## src/rtl/gnn_frame_loader.sv

```systemverilog
// Serial-to-parallel frame loader for the 4-node GNN compute top.
// Double-buffers a 40-word stream and sequences the in_ready start level with a watchdog.
module gnn_frame_loader #(
    parameter int DW       = 5,
    parameter int N_X      = 16,
    parameter int N_W      = 24,
    parameter int MIN_HOLD = 3,
    parameter int TIMEOUT  = 15
) (
    input  logic              clk,
    input  logic              rst_n,
    input  logic              s_valid,
    input  logic [DW-1:0]     s_data,
    output logic              s_ready,
    input  logic [7:0]        out_ready_vec,
    output logic [N_X*DW-1:0] x_flat,
    output logic [N_W*DW-1:0] w_flat,
    output logic              in_ready,
    output logic              busy,
    output logic [7:0]        frame_cnt,
    output logic              timeout_err
);
    localparam int N_T = N_X + N_W;
    localparam int CW  = $clog2(N_T);
    localparam int AW  = $clog2(TIMEOUT + 1);
    localparam logic [CW-1:0] LAST_WORD = CW'(N_T - 1);
    localparam logic [AW-1:0] HOLD_C    = AW'(MIN_HOLD);
    localparam logic [AW-1:0] TMO_C     = AW'(TIMEOUT);

    typedef enum logic [1:0] {IDLE, ARMED, GAP} state_t;

    state_t              r_state;
    state_t              w_state_next;
    logic [CW-1:0]       r_wr_cnt;
    logic                r_shadow_full;
    logic [AW-1:0]       r_arm_cnt;
    logic [N_T*DW-1:0]   w_shadow;
    logic                w_accept;
    logic                w_commit;
    logic                w_done;
    logic                w_timeout;

    assign s_ready  = ~r_shadow_full;
    assign w_accept = s_valid & ~r_shadow_full;

    // One register per shadow slot; word index == slot index (features first, then weights).
    for (genvar gi = 0; gi < N_T; gi++) begin : g_slot
        logic [DW-1:0] r_word;
        always_ff @(posedge clk or negedge rst_n) begin
            if (!rst_n) begin
                r_word <= '0;
            end else if (w_accept && (r_wr_cnt == CW'(gi))) begin
                r_word <= s_data;
            end
        end
        assign w_shadow[gi*DW +: DW] = r_word;
    end

    always_ff @(posedge clk or negedge rst_n) begin
        if (!rst_n) begin
            r_wr_cnt      <= '0;
            r_shadow_full <= 1'b0;
        end else if (w_accept) begin
            if (r_wr_cnt == LAST_WORD) begin
                r_wr_cnt      <= '0;
                r_shadow_full <= 1'b1;
            end else begin
                r_wr_cnt <= r_wr_cnt + CW'(1);
            end
        end else if (w_commit) begin
            r_shadow_full <= 1'b0;
        end
    end

    always_ff @(posedge clk or negedge rst_n) begin
        if (!rst_n) begin
            r_state <= IDLE;
        end else begin
            r_state <= w_state_next;
        end
    end

    // Completion outranks the watchdog when both fire on the same cycle.
    always_comb begin
        w_state_next = r_state;
        w_commit     = 1'b0;
        w_done       = 1'b0;
        w_timeout    = 1'b0;
        case (r_state)
            IDLE: begin
                if (r_shadow_full) begin
                    w_commit     = 1'b1;
                    w_state_next = ARMED;
                end
            end
            ARMED: begin
                if ((r_arm_cnt >= HOLD_C) && (&out_ready_vec)) begin
                    w_done       = 1'b1;
                    w_state_next = GAP;
                end else if (r_arm_cnt == TMO_C) begin
                    w_timeout    = 1'b1;
                    w_state_next = GAP;
                end
            end
            GAP:     w_state_next = IDLE;
            default: w_state_next = IDLE;
        endcase
    end

    always_ff @(posedge clk or negedge rst_n) begin
        if (!rst_n) begin
            r_arm_cnt   <= '0;
            x_flat      <= '0;
            w_flat      <= '0;
            frame_cnt   <= '0;
            timeout_err <= 1'b0;
            in_ready    <= 1'b0;
            busy        <= 1'b0;
        end else begin
            in_ready <= (r_state == ARMED);
            busy     <= (r_state != IDLE);
            if (w_commit) begin
                x_flat    <= w_shadow[N_X*DW-1:0];
                w_flat    <= w_shadow[N_T*DW-1:N_X*DW];
                r_arm_cnt <= '0;
            end else if ((r_state == ARMED) && (r_arm_cnt != TMO_C)) begin
                r_arm_cnt <= r_arm_cnt + AW'(1);
            end
            if (w_done) begin
                frame_cnt <= frame_cnt + 8'd1;
            end
            if (w_timeout) begin
                timeout_err <= 1'b1;
            end
        end
    end

endmodule

```

## config.mk

```make
export PLATFORM = sky130hd
export DESIGN_NAME = gnn_frame_loader
export DESIGN_NICKNAME = d
export VERILOG_FILES = /design/src/rtl/gnn_frame_loader.sv
export SDC_FILE = /design/constraint.sdc
export NUM_CORES = 1
export LEC_CHECK = 0
export ABC_AREA = 1
export ABC_CLOCK_PERIOD_IN_PS = 3850
export CAP_MARGIN = 20
export CORE_ASPECT_RATIO = 0.9
export CORE_MARGIN = 2
export CORE_UTILIZATION = 50
export CTS_CLUSTER_DIAMETER = 150
export DETAILED_ROUTE_END_ITERATION = 10
export GPL_ROUTABILITY_DRIVEN = 1
export GPL_TIMING_DRIVEN = 0
export PLACE_DENSITY = 0.8
export SYNTH_ARGS = -nofsm -noshare
export SYNTH_HDL_FRONTEND = slang
export SYNTH_SLANG_ARGS = --single-unit
```

## constraint.sdc

```tcl
create_clock -name clk -period 3.85 [get_ports clk]
set_input_delay 0.77 -clock clk [delete_from_list [all_inputs] [get_ports clk]]
set_output_delay 0.77 -clock clk [all_outputs]
set_load 0.01 [all_outputs]
```

## Word-level counts from Yosys, hierarchy flattened

Index checks and enable logic that the tools add are counted.

| cells by class | value |
|---|---|
| multiplexer cells | 17 |
| reduce and logical (&&, ||, !) cells | 50 |
| eq/ne operators | 45 |
| bitwise operators | 2 |
| magnitude comparators | 1 |
| add/subtract/negate cells | 3 |

Operator list:

| kind | number |
|---|---|
| $eq 6x5->1 const B | 16 |
| $eq 6x4->1 const B | 8 |
| $eq 6x6->1 const B | 8 |
| $logic_and 1x1->1 | 42 |
| $eq 6x3->1 const B | 4 |
| $eq 6x2->1 const B | 2 |
| $mux 1 | 10 |
| $add 8x1->8 const B | 1 |
| $mux 4 | 2 |
| $reduce_and 8->1 | 1 |
| $add 6x1->6 const B | 1 |
| $eq 6x1->1 const B | 1 |
| $logic_not 6->1 | 1 |
| $mux 2 | 3 |
| $mux 6 | 1 |
| $reduce_bool 2->1 | 3 |
| $add 4x1->4 const B | 1 |
| $eq 4x4->1 const B | 1 |
| $ge 4x2->1 const B | 1 |
| $ne 4x4->1 const B | 1 |
| $pmux 2 s2 | 1 |
| $reduce_and 2->1 | 2 |
| $ne 3x3->1 const B | 1 |
| $eq 2x1->1 const B | 1 |
| other kinds (5) | 5 |

| storage, ports and cells | value |
|---|---|
| input bits | 16 |
| output and inout bits | 212 |
| register bits | 424 |
| word-level logic and storage cells | 168 |

## Longest topological paths before layout

| logic depth | value |
|---|---|
| depth in word-level cells | 4 |
| gate-level depth with buffers | 9 |
| depth with buffers taken out | 8 |

## Worst setup path after synthesis

Ideal clock, no wire load.

| timing | value |
|---|---|
| path kind | input -> register |
| start | input port s_valid |
| end | register g_slot[9].r_word[0] |
| library setup time | 134 ps |
| path buffers | 1 |
| slack | 2,098 ps |
| arrival | 1,618 ps |
| data required time | 3,716 ps |
| stages | 6 |
| cells stage by stage | nand2_4 -> nor3_4 -> buf_8 -> nand2_4 -> nand2_1 -> o21ai_0 |

| on the way | value |
|---|---|
| cells in the longest elaborated chain, start to end | 2 |

Ends and longest elaborated chain:

| what | RTL line | RTL |
|---|---|---|
| start: declaration | 12 | `input logic s_valid,` |
| $and 1x1->1 | 44 | `assign w_accept = s_valid & ~r_shadow_full;` |
| $logic_and 1x1->1 | 52 | `end else if (w_accept && (r_wr_cnt == CW'(gi))) begin` |
| end signal: assignment | 53 | `r_word <= s_data;` |
| end: declaration | 48 | `logic [DW-1:0] r_word;` |

Every way passes these cells.
A chain may end at the register's enable or synchronous reset.

## Final worst setup path

| timing | value |
|---|---|
| start | register r_shadow_full |
| end | output port s_ready |

| on the way | value |
|---|---|
| cells in the longest elaborated chain, start to end | 1 |

Ends and longest elaborated chain:

| what | RTL line | RTL |
|---|---|---|
| start: declaration | 35 | `logic r_shadow_full;` |
| start signal: assignment | 62 | `r_shadow_full <= 1'b0;` |
| start signal: assignment | 66 | `r_shadow_full <= 1'b1;` |
| start signal: assignment | 71 | `r_shadow_full <= 1'b0;` |
| $not 1->1 | 43 | `assign s_ready = ~r_shadow_full;` |
| end: declaration | 14 | `output logic s_ready,` |

Every way passes these cells.

==> impl_metrics.py <==
metrics = {
    "global_route": {
        "grt_max_degree": 130,
        "grt-ovfl-total": 0,
        "grtUsageTotal": 0.243,
        "grt_pass1_wl_um": 64400,
        "antenna_found_initial": 0,
        "grt_pass1_vias": 12200,
    },
    "placement": {
        "dp_hpwl_um": 27300,
        "place_ws_ns": 1.29,
        "gp_congestion": 0.827,
        "port_buffers": 227,
    },
    "yosys": {
        "seq_area_frac_synth": 0.659,
        "synth_seq_cells": 424,
        "syn_inst": 1708,
        "synth_edf_count": 0,
        "synth_area_leader_cell": "dfrtp_1",
        "yosys_most_used_dff": "dfrtp_1",
        "synth_top_cells_by_count": "nand2_1, dfrtp_1, o21ai_0",
        "synth_area_leaders": "dfrtp_1, nand2_1, o21ai_0",
        "synth_top_area_frac": 0.659,
        "syn-num-nets": 1730,
        "yosysMostFrequentCell": "nand2_1",
        "async_reset_ff_frac": 1.00,
        "synth_cell_types": 27,
        "synthesis.area_mm2": 0.0161,
        "synth_warnings": 0,
        "avgSynthCellArea_um2": 9.43,
    },
    "critical_path": {
        "max_stage_delay_ns": 0.55,
        "r2r_start": "r_state[1]$_DFFE_PN0P_",
        "critical-path-slowest-cell": "clkdlybuf4s50_1",
        "cp.required_ns": 3.08,
        "crit_chain": "inv_2 -> clkdlybuf4s50_1",
        "start_kind": "flop",
        "worst-path-buf-inv": 2,
        "r2r_cells": 8,
        "path_class": "reg2out",
        "end_kind": "primary output",
        "path_delay_family": "buffers and inverters",
        "rrSetupSlack_ns": 1.66,
        "cp.arrival_ns": 1.55,
        "r2r_end": "w_flat[74]$_DFFE_PN0P_",
        "cp_max_fo": 4,
    },
    "final_layout": {
        "drive_above_1_share": 0.0691,
        "antenna_cells": 0,
        "final_nets": 2004,
        "area_growth_pct": 26.3,
        "finish.utilization": 0.639,
    },
    "floorplanning": {
        "dieArea_mm2": 0.0337,
        "rows": 62,
        "pin_count": 228,
        "core_mm2": 0.0318,
        "die_w_um": 193,
        "initial_core_util": 0.506,
        "chipHeight_um": 174,
    },
    "run_status": {
        "outcome": "finished, final reports clean",
    },
    "run": {
        "maxCapViolations": 0,
    },
    "sta": {
        "period_share": 0.603,
        "skew_ns": 0.0143,
        "drv_slew": 0,
        "timing.hold.ws_ns": 0.189,
        "fmax_mhz": 431,
        "min_period_ns": 2.32,
        "rsz0062_at_grt": "no",
        "setup_violations": 0,
        "final-hold-violation-count": 0,
        "tightest_slew_ns": 0.939,
        "relSlewSlack": 0.374,
        "fin_ws_ns": 1.53,
    },
    "detailed_routing": {
        "firstDrtPassIters": 5,
        "vias": 12400,
        "wirelength_um": 40000,
        "drcViolationCount": 0,
        "detail_route.vias_per_cell": 5.12,
        "ant_nets": 0,
        "wl_per_cell_um": 16.5,
        "drtIter0Drc": 879,
    },
    "clock_network": {
        "path_clk_slew_ns": 0.06,
        "cts_made_buffers": 42,
        "clock_latency_ns": 0.53,
        "post-cts-setup-buffer-count": 0,
        "cts_tree": "built",
        "cts-resized-gates": 0,
        "h-tree-depth": 2,
        "ctsHoldBuffers": 0,
        "cts-root-buf": "clkbuf_16",
        "cts_sinks": 424,
        "clk_path_buf_depth": 3,
    },
    "power_and_ir_drop": {
        "clock_power_share": 0.263,
        "vdd_drop_max_mv": 0.416,
        "swShare": 0.323,
        "comb_power_share": 0.284,
        "p_sw_mw": 4.92,
        "p_per_area_mw_per_mm2": 748,
        "p_leak_nw": 10.4,
        "p_int_mw": 10.3,
        "pwr-share-seq": 0.453,
    },
    "hold_path": {
        "hp-class": "in2async",
    },
}
[power by group through the flow]
stage / Sequential [mW] / Clock [mW] / Combinational (mW)
floorplan: 7.02 / 0 / 1.93
global placement: 6.91 / 0 / 4.16
detailed placement: 6.93 / 0 / 4.34
CTS: 6.88 / 4.06 / 4.37
global route: 7.05 / 4.23 / 4.84
finish: 6.89 / 3.99 / 4.32
[cells by family (layout without fill, tap and decap cells)]
| logic type | after synthesis | in the layout | synth area share |
|---|---|---|---|
| adders and majority gates | 6 | 6 | 0.00466 |
| and+or+nand+nor | 961 | 961 | 0.241 |
| xor gates and xnor gates | 4 | 4 | 0.00218 |
| AOI/OAI and AO/OA | 212 | 212 | 0.0663 |
| buffers and inverters | 101 | 405 | 0.0271 |
| DFF | 424 | 424 | 0.659 |
[routing by layer]
metal	vias to the layer above	part of all wire	global-route usage
met3	81	0.072	0.0592
met2	359	0.46	0.378
met5	-	0	0
li1	5935	-	-
met4	0	0.026	0.0691
met1	6065	0.44	0.341
[flip-flops by register name, indices dropped and copies added, names as in the netlist]
signal         cells
r_arm_cnt          4
r_state            2
w_flat           120
x_flat            80
r_wr_cnt           6
busy               1
in_ready           1
timeout_err        1
frame_cnt          8
g_slot.r_word    200
r_shadow_full      1
[through the flow]
step                area (um^2)   TNS, ns  std cells  power, mW
detailed placement        19000         0       2354       11.3
global route              20300         0       2428       16.1
CTS                       20300         0       2428       15.3
floorplan                 16100         0       1708       8.95
finish                    20300         0       2428       15.2
global placement          18900  -6629.94       2351       11.1
[worst reg2reg max path, cell delays in order (launching register included)]
cell and delay, ns:
dfrtp_1 0.34, inv_1 0.04, nand2_1 0.10, nor2_1 0.12, inv_2 0.15, clkbuf_1 0.72
clkbuf_1 0.46, nand2_1 0.11, nand2_1 0.09
[final cells by class]
cell class / count / area (um^2)
Fill cell: 2588 / 11500
Buffer: 69 / 317
Clock inverter: 7 / 66.3
Sequential cell: 424 / 10600
Multi-Input combinational cell: 1183 / 5050
Inverter: 32 / 120
Timing Repair Buffer: 230 / 2360
Clock buffer: 67 / 1290
Tap cell: 416 / 520
[cells in the final DEF, fill, tap and decap left out, types with 3 or more instances in the layout]
cell,instances
clkdlybuf4s50_1,226
buf_2,25
nand3_1,18
clkinv_2,4
dfrtp_1,424
ha_1,6
o21ai_0,107
clkbuf_16,43
nand2_4,21
inv_2,3
buf_8,3
buf_16,3
xor2_1,3
clkbuf_8,12
nand2_2,14
a21oi_1,4
o21ai_1,99
nand2_1,865
clkbuf_1,53
nor2_1,34
inv_1,28
[worst max path at each step]
stage	startpoint	to	slack [ns]	depth (start not counted)
floorplan	s_valid	g_slot[9].r_word[0]$_DFFE_PN0P_	2.10	6
global placement	rst_n	g_slot[28].r_word[2]$_DFFE_PN0P_	-15.69	1
detailed placement	s_valid	g_slot[39].r_word[1]$_DFFE_PN0P_	1.29	7
CTS	r_shadow_full$_DFFE_PN0P_	s_ready	1.48	2
global route	r_state[1]$_DFFE_PN0P_	w_flat[78]$_DFFE_PN0P_	1.44	8
finish	r_shadow_full$_DFFE_PN0P_	s_ready	1.53	2
(Power assumes the default switching activity.)
